$ cat src/rtl/ifu_pkg.sv
// Shared constants and payload types for the instruction-fetch queue.
package ifu_pkg;

    localparam logic [31:0] ADDR_BASE_DEF = 32'h0000_3000;
    localparam logic [31:0] ADDR_END_DEF  = 32'h0000_7000;
    localparam int unsigned WORD_IDX_W    = 12;

    typedef struct packed {
        logic [31:0] pc;
        logic [31:0] instr;
    } fetch_entry_t;

endpackage

$ cat src/rtl/ifu_fetch_queue_if.sv
// PC, instruction-ROM and decode-side signals of the fetch queue.
// master = surrounding pipeline/ROM, slave = ifu_fetch_queue.
interface ifu_fetch_queue_if;
    import ifu_pkg::*;

    logic [31:0]           pc_i;
    logic                  pc_valid_i;
    logic                  pc_ready_o;
    logic                  imem_req_o;
    logic [WORD_IDX_W-1:0] imem_addr_o;
    logic [31:0]           imem_rdata_i;
    logic                  redirect_i;
    logic                  instr_valid_o;
    logic [31:0]           instr_o;
    logic [31:0]           instr_pc_o;
    logic                  instr_ready_i;
    logic                  halt_o;
    logic                  fault_o;

    modport master (
        output pc_i, pc_valid_i, imem_rdata_i, redirect_i, instr_ready_i,
        input  pc_ready_o, imem_req_o, imem_addr_o, instr_valid_o, instr_o,
               instr_pc_o, halt_o, fault_o
    );

    modport slave (
        input  pc_i, pc_valid_i, imem_rdata_i, redirect_i, instr_ready_i,
        output pc_ready_o, imem_req_o, imem_addr_o, instr_valid_o, instr_o,
               instr_pc_o, halt_o, fault_o
    );

endinterface

$ cat src/rtl/ifu_sync_fifo.sv
// Synchronous FIFO with flush; push and pop may coincide at any occupancy.
module ifu_sync_fifo
    import ifu_pkg::*;
#(
    parameter int unsigned DEPTH = 4,
    parameter type entry_t = fetch_entry_t,
    localparam int unsigned CNT_W = $clog2(DEPTH + 1)
) (
    input  logic             clk,
    input  logic             rst_n,
    input  logic             push_i,
    input  entry_t           push_data_i,
    input  logic             pop_i,
    input  logic             flush_i,
    output logic [CNT_W-1:0] count_o,
    output entry_t           head_o
);

    localparam int unsigned PTR_W = $clog2(DEPTH);

    entry_t           mem_q [DEPTH];
    logic [PTR_W-1:0] wr_ptr_q, wr_ptr_d;
    logic [PTR_W-1:0] rd_ptr_q, rd_ptr_d;
    logic [CNT_W-1:0] count_q, count_d;
    logic             pop_en;

    assign pop_en = pop_i && (count_q != '0);

    // Pointer/occupancy update; flush wins over push and pop.
    always_comb begin
        wr_ptr_d = wr_ptr_q;
        rd_ptr_d = rd_ptr_q;
        count_d  = count_q;
        if (flush_i) begin
            wr_ptr_d = '0;
            rd_ptr_d = '0;
            count_d  = '0;
        end else begin
            if (push_i) wr_ptr_d = wr_ptr_q + PTR_W'(1);
            if (pop_en) rd_ptr_d = rd_ptr_q + PTR_W'(1);
            case ({push_i, pop_en})
                2'b10:   count_d = count_q + CNT_W'(1);
                2'b01:   count_d = count_q - CNT_W'(1);
                default: count_d = count_q;
            endcase
        end
    end

    always_ff @(posedge clk or negedge rst_n) begin
        if (!rst_n) begin
            wr_ptr_q <= '0;
            rd_ptr_q <= '0;
            count_q  <= '0;
        end else begin
            wr_ptr_q <= wr_ptr_d;
            rd_ptr_q <= rd_ptr_d;
            count_q  <= count_d;
        end
    end

    always_ff @(posedge clk) begin
        if (push_i && !flush_i) mem_q[wr_ptr_q] <= push_data_i;
    end

    assign count_o = count_q;
    assign head_o  = mem_q[rd_ptr_q];

endmodule

$ cat src/rtl/ifu_fetch_queue.sv
// Instruction-fetch queue: PC accept, ROM request, instruction FIFO to decode.
// Define IFU_BYPASS_EN to forward returning ROM data straight to decode when empty.
module ifu_fetch_queue
    import ifu_pkg::*;
#(
    parameter int unsigned DEPTH     = 4,
    parameter logic [31:0] ADDR_BASE = ADDR_BASE_DEF,
    parameter logic [31:0] ADDR_END  = ADDR_END_DEF
) (
    input  logic            clk,
    input  logic            rst_n,
    ifu_fetch_queue_if.slave bus
);

    localparam int unsigned CNT_W = $clog2(DEPTH + 1);

    logic [CNT_W-1:0] count;
    fetch_entry_t     head, push_data, out_entry;
    logic             ready_en_q;
    logic             inflight_q, inflight_d;
    logic             halt_q, halt_d;
    logic             fault_q, fault_d;
    logic [31:0]      pend_pc_q, pend_pc_d;
    logic [31:0]      pc_off;
    logic             is_end, in_win, credit_ok, accept, req;
    logic             ret_valid, push, pop, out_valid;

    assign is_end    = (bus.pc_i == ADDR_END);
    assign in_win    = (bus.pc_i[1:0] == 2'b00) && (bus.pc_i >= ADDR_BASE) && (bus.pc_i < ADDR_END);
    // In-flight data holds a slot so a returning word always has room.
    assign credit_ok = (count + CNT_W'(inflight_q)) < CNT_W'(DEPTH);

    assign bus.pc_ready_o = ready_en_q && !halt_q && !fault_q && !bus.redirect_i && credit_ok;
    assign accept         = bus.pc_valid_i && bus.pc_ready_o;
    assign req            = accept && in_win;
    assign pc_off         = bus.pc_i - ADDR_BASE;
    assign bus.imem_req_o  = req;
    assign bus.imem_addr_o = WORD_IDX_W'(pc_off >> 2);

    assign ret_valid = inflight_q && !bus.redirect_i;
    assign push_data = '{pc: pend_pc_q, instr: bus.imem_rdata_i};
    assign pop       = bus.instr_ready_i && (count != '0);

`ifdef IFU_BYPASS_EN
    logic bypass;
    assign bypass    = ret_valid && (count == '0);
    assign push      = ret_valid && !(bypass && bus.instr_ready_i);
    assign out_valid = bypass || (count != '0);
    assign out_entry = bypass ? push_data : head;
`else
    assign push      = ret_valid;
    assign out_valid = (count != '0);
    assign out_entry = head;
`endif

    assign bus.instr_valid_o = out_valid;
    assign bus.instr_o       = out_valid ? out_entry.instr : '0;
    assign bus.instr_pc_o    = out_valid ? out_entry.pc : '0;
    assign bus.halt_o        = halt_q;
    assign bus.fault_o       = fault_q;

    always_comb begin
        inflight_d = req;
        pend_pc_d  = pend_pc_q;
        halt_d     = halt_q;
        fault_d    = fault_q;
        if (req) pend_pc_d = bus.pc_i;
        if (accept && is_end) halt_d = 1'b1;
        if (accept && !is_end && !in_win) fault_d = 1'b1;
    end

    always_ff @(posedge clk or negedge rst_n) begin
        if (!rst_n) begin
            ready_en_q <= 1'b0;
            inflight_q <= 1'b0;
            pend_pc_q  <= '0;
            halt_q     <= 1'b0;
            fault_q    <= 1'b0;
        end else begin
            ready_en_q <= 1'b1;
            inflight_q <= inflight_d;
            pend_pc_q  <= pend_pc_d;
            halt_q     <= halt_d;
            fault_q    <= fault_d;
        end
    end

    ifu_sync_fifo #(
        .DEPTH   (DEPTH),
        .entry_t (fetch_entry_t)
    ) u_fifo (
        .clk         (clk),
        .rst_n       (rst_n),
        .push_i      (push),
        .push_data_i (push_data),
        .pop_i       (pop),
        .flush_i     (bus.redirect_i),
        .count_o     (count),
        .head_o      (head)
    );

endmodule

$ cat src/flat_wrapper.sv
// flat-port wrapper written by rule: the top's interface ports become plain ports
module ifu_fetch_queue_flat import ifu_pkg::*;
#(
    parameter int unsigned DEPTH     = 4,
    parameter logic [31:0] ADDR_BASE = ADDR_BASE_DEF,
    parameter logic [31:0] ADDR_END  = ADDR_END_DEF
)
  (clk, rst_n, bus_pc_i, bus_pc_valid_i, bus_imem_rdata_i, bus_redirect_i, bus_instr_ready_i, bus_pc_ready_o, bus_imem_req_o, bus_imem_addr_o, bus_instr_valid_o, bus_instr_o, bus_instr_pc_o, bus_halt_o, bus_fault_o);
  ifu_fetch_queue_if bus_i ();
  input  logic clk;
  input  logic rst_n;
  input wire logic [$bits(bus_i.pc_i)-1:0] bus_pc_i;
  input wire logic [$bits(bus_i.pc_valid_i)-1:0] bus_pc_valid_i;
  input wire logic [$bits(bus_i.imem_rdata_i)-1:0] bus_imem_rdata_i;
  input wire logic [$bits(bus_i.redirect_i)-1:0] bus_redirect_i;
  input wire logic [$bits(bus_i.instr_ready_i)-1:0] bus_instr_ready_i;
  output wire logic [$bits(bus_i.pc_ready_o)-1:0] bus_pc_ready_o;
  output wire logic [$bits(bus_i.imem_req_o)-1:0] bus_imem_req_o;
  output wire logic [$bits(bus_i.imem_addr_o)-1:0] bus_imem_addr_o;
  output wire logic [$bits(bus_i.instr_valid_o)-1:0] bus_instr_valid_o;
  output wire logic [$bits(bus_i.instr_o)-1:0] bus_instr_o;
  output wire logic [$bits(bus_i.instr_pc_o)-1:0] bus_instr_pc_o;
  output wire logic [$bits(bus_i.halt_o)-1:0] bus_halt_o;
  output wire logic [$bits(bus_i.fault_o)-1:0] bus_fault_o;
  assign bus_i.pc_i = bus_pc_i;
  assign bus_i.pc_valid_i = bus_pc_valid_i;
  assign bus_i.imem_rdata_i = bus_imem_rdata_i;
  assign bus_i.redirect_i = bus_redirect_i;
  assign bus_i.instr_ready_i = bus_instr_ready_i;
  assign bus_pc_ready_o = bus_i.pc_ready_o;
  assign bus_imem_req_o = bus_i.imem_req_o;
  assign bus_imem_addr_o = bus_i.imem_addr_o;
  assign bus_instr_valid_o = bus_i.instr_valid_o;
  assign bus_instr_o = bus_i.instr_o;
  assign bus_instr_pc_o = bus_i.instr_pc_o;
  assign bus_halt_o = bus_i.halt_o;
  assign bus_fault_o = bus_i.fault_o;
  ifu_fetch_queue #(.DEPTH(DEPTH), .ADDR_BASE(ADDR_BASE), .ADDR_END(ADDR_END)) u_core (.clk(clk), .rst_n(rst_n), .bus(bus_i));
endmodule
$ cat config.mk
export PLATFORM = sky130hd
export DESIGN_NAME = ifu_fetch_queue_flat
export DESIGN_NICKNAME = d
export VERILOG_FILES = /design/src/rtl/ifu_pkg.sv /design/src/rtl/ifu_fetch_queue_if.sv /design/src/rtl/ifu_sync_fifo.sv /design/src/rtl/ifu_fetch_queue.sv /design/src/flat_wrapper.sv
export SDC_FILE = /design/constraint.sdc
export NUM_CORES = 1
export LEC_CHECK = 0
export CAP_MARGIN = 10
export CORE_MARGIN = 3
export CORE_UTILIZATION = 55
export CTS_CLUSTER_DIAMETER = 100
export DETAILED_ROUTE_END_ITERATION = 10
export GPL_TIMING_DRIVEN = 1
export PLACE_DENSITY = 0.75
export REMOVE_ABC_BUFFERS = 1
export SYNTH_ARGS = -nofsm -noshare
export SYNTH_HDL_FRONTEND = slang
export SYNTH_HIERARCHICAL = 1
export SYNTH_SLANG_ARGS = --single-unit
export TNS_END_PERCENT = 50
$ cat constraint.sdc
create_clock -name clk -period 3.12 [get_ports clk]
set_input_delay 0.468 -clock clk [delete_from_list [all_inputs] [get_ports clk]]
set_output_delay 0.468 -clock clk [all_outputs]
set_load 0.02 [all_outputs]
==> out/metrics.csv <==
metric;value;unit
status;completed;
Clock power frac;43.8;%
simple-gate share of the synthesized area;6.313;%
TritonRoute pass-1 iters;5;
clock skew;13.07;ps
Worst-Margin Slew;1058;ps
R2R Path End;u_core/u_fifo/count_o[1];
Post-synth EDFFs;256;
row cnt;52;
Main synth FF type;edfxtp_1;
clk buf depth;3;
period utilization;97.16;%
Port Buffers;149;
pin count of the biggest net entering global routing;52;
cell count after placement;972;
CTS buffer count;30;
Synth Area in XOR/XNOR;0.4524;%
Place WS;46.07;ps
RSZ-0062 raised after global routing;no;
initial core utilization;56.67;%
CTS tree;built;
largest family of logic cells by synthesized area;multiplexers;
Reg2Reg Launch Point;u_core/u_fifo/count_o[0];
initial DRC count;423;
most frequent cells in the layout;edfxtp_1, clkdlybuf4s50_1, and2_1;
final setup violation count;0;
clock root cell;clkbuf_16;
Synth Area per Inst;20.45;µm²
setup ws final;88.65;ps
CP delay by family, top;buffers and inverters;
worst-skew pair later-pin latency;540;ps
Yosys Warn Count;6;
gr ovfl total;0;
die height;151.3;µm
vias in the first global route;6310;
core area;20490;µm²
Slowest Stage Delay on Critical Path;560;ps
net load switching power;1.453;mW
MaxCap Viol Count;0;
Post-DP HPWL;13140;µm
complex-gate fraction of the synthesized area;1.153;%
Hold-fix buffers, CTS;0;
ys async rst share;14.38;%
I/O pins;150;
#FFs+latches synth;299;
vias per inst;5.644;
Design Area, Final;14570;µm²
Syn Inst Count;568;
register-to-register setup slack;450;ps
synthesized cell area;11610;µm²
area growth from synthesis to layout;25.43;%
WP data arrival;2560;ps
Final Hold Fails;0;
Worst setup startpoint;u_core/u_fifo/count_o[0];
Critical Path RT;2650;ps
Max FO, Critical Path;31;
initial antenna violation count;0;
Max Freq;0.3299;GHz
via count;5813;
Synth cell types;44;
share of cells above drive strength 1;20.66;%
Crit path depth;4;
relative slew slack;29.49;%
DRT antenna net count;0;
GRT Overall Usage;19.66;%
first-pass GRT wire length;34670;µm
max-slew violation count;0;
Synth Area in Adders;0.7110;%
Max VDD drop;0.4121;mV
CP Launch Type;flip-flop;
sw frac;18.25;%
CTS Sinks;299;
Cell Pwr Density;546.5;nW/µm²
final non-filler cell total;1030;
CP cell instances;or3_2, buf_4, and2_1, clkdlybuf4s50_1;
crit path max-delay cell type;or3_2;
final wirelength;21760;µm
wire per inst;21.13;µm
multi-input logic area;2604;µm²
number of buffers and inverters on the critical path;2;
R2R depth;7;
Clk pin slew, worst setup/hold paths;60;ps
Sequential Area;8773;µm²
commonest non-fill, non-tap cell in the layout;edfxtp_1;
class of the worst hold path;in -> async;
DRC errors left;0;
Die ar.;22900;µm²
sequential share of the synthesized area;75.45;%
Overall Power;7.962;mW
leak pwr;5.497;nW
fillcell total;1256;
Seq pwr share;54.2;%
mux contribution to synthesized area;13.66;%
Placement Cell Area;13540;µm²
Nets;811;
critical setup path kind;reg -> out;
Crit. End Element;primary output;
Comb power frac;2.0;%
H-tree depth;1;
Final min period;3031;ps
antenna diode count;0;
Die Span X;151.3;µm
Final Wtd Congestion;0.7762;
Power Internal;6.509;mW
==> cell usage after synthesis (all sizes together) (2+ instances only) <==
cell / n / area share, %
edfxtp: 256 / 66
and2: 69 / 3.7
mux4: 64 / 12
dfrtp: 43 / 9.3
buf: 28 / 1.8
nor2b: 21 / 1.1
mux2: 12 / 1.2
nor2: 11 / 0.36
clkbuf: 8 / 0.26
inv: 6 / 0.19
nor4: 6 / 0.32
ha: 5 / 0.54
xnor2: 4 / 0.30
o21ai: 3 / 0.13
o31ai: 3 / 0.24
a21oi: 2 / 0.086
a31oi: 2 / 0.11
nand3: 2 / 0.086
nor3: 2 / 0.18
xor2: 2 / 0.15
==> per-stage QoR <==
stage	setup TNS, ps	hold slack [ps]	util (%)
6_report	0	128.5	71.09
2_1_floorplan	-67490	172.4	-
5_1_grt	0	199.8	71.09
3_3_place_gp	0	480.1	66.07
3_5_place_dp	0	493.7	66.07
4_1_cts	0	150.8	70.96
==> final cells by class <==
| cell class | count | area share (%) |
|---|---|---|
| Sequential cell | 299 | 60.22 |
| Multi-Input combinational cell | 227 | 17.87 |
| Clock inverter | 10 | 0.7042 |
| Timing Repair Buffer | 172 | 12.68 |
| Inverter | 6 | 0.1546 |
| Tap cell | 270 | 2.319 |
| Clock buffer | 46 | 6.055 |
==> worst max path at each step <==
stage,to
global placement,bus_imem_req_o
CTS,bus_instr_o[26]
global route,bus_instr_o[29]
detailed placement,bus_imem_req_o
finish,bus_instr_o[31]
floorplan,bus_instr_o[0]
==> power groups by stage <==
stage / logic (mW) / clock network (mW) / registers (mW)
6_report: 0.162 / 3.49 / 4.31
5_1_grt: 0.175 / 3.72 / 4.31
4_1_cts: 0.164 / 3.55 / 4.31
3_5_place_dp: 0.163 / 0 / 4.39
3_3_place_gp: 0.158 / 0 / 4.39
2_1_floorplan: 0.0104 / 0 / 4.40
==> repair_timing <==
item                                   in CTS  in global routing
setup buffers                               2                  0
cloned                                      0                  0
gates resized for setup                     5                 11
endpoints found under the hold margin       0                  0
setup endpoints to repair                  61                 25
==> cell families after synthesis <==
kind of cell,Yosys count
DFF,299
buffers and inverters,42
and+or+nand+nor,119
other,1
AOI/OAI and AO/OA,18
xor gates and xnor gates,6
muxes,77
adders and majority gates,6
==> layer usage <==
metal  vias to the layer above  global-route usage [%]  wire [µm]
met3                        25                   3.501       1562
li1                       2568                       -          -
met4                         0                   3.944        278
met2                       233                   32.23      10660
met1                      2987                   28.41       9264
met5                         -                       0          0
==> flip-flops by register name (all words and copies together), names as in the netlist, 2 cells and up <==
register	cells
u_core/pend_pc_q	32
u_core/u_fifo/count_o	3
u_core/u_fifo/mem_q	256
u_core/u_fifo/rd_ptr_q	2
u_core/u_fifo/wr_ptr_q	2
==> worst register-to-register path, delay by kind of cell, from the launching register on <==
kind / cells / cell delay [ps]
AOI/OAI and AO/OA: 2 / 280
DFF: 1 / 470
adders and majority gates: 1 / 540
and+or+nand+nor: 4 / 1300
(Power assumes the default switching activity.)
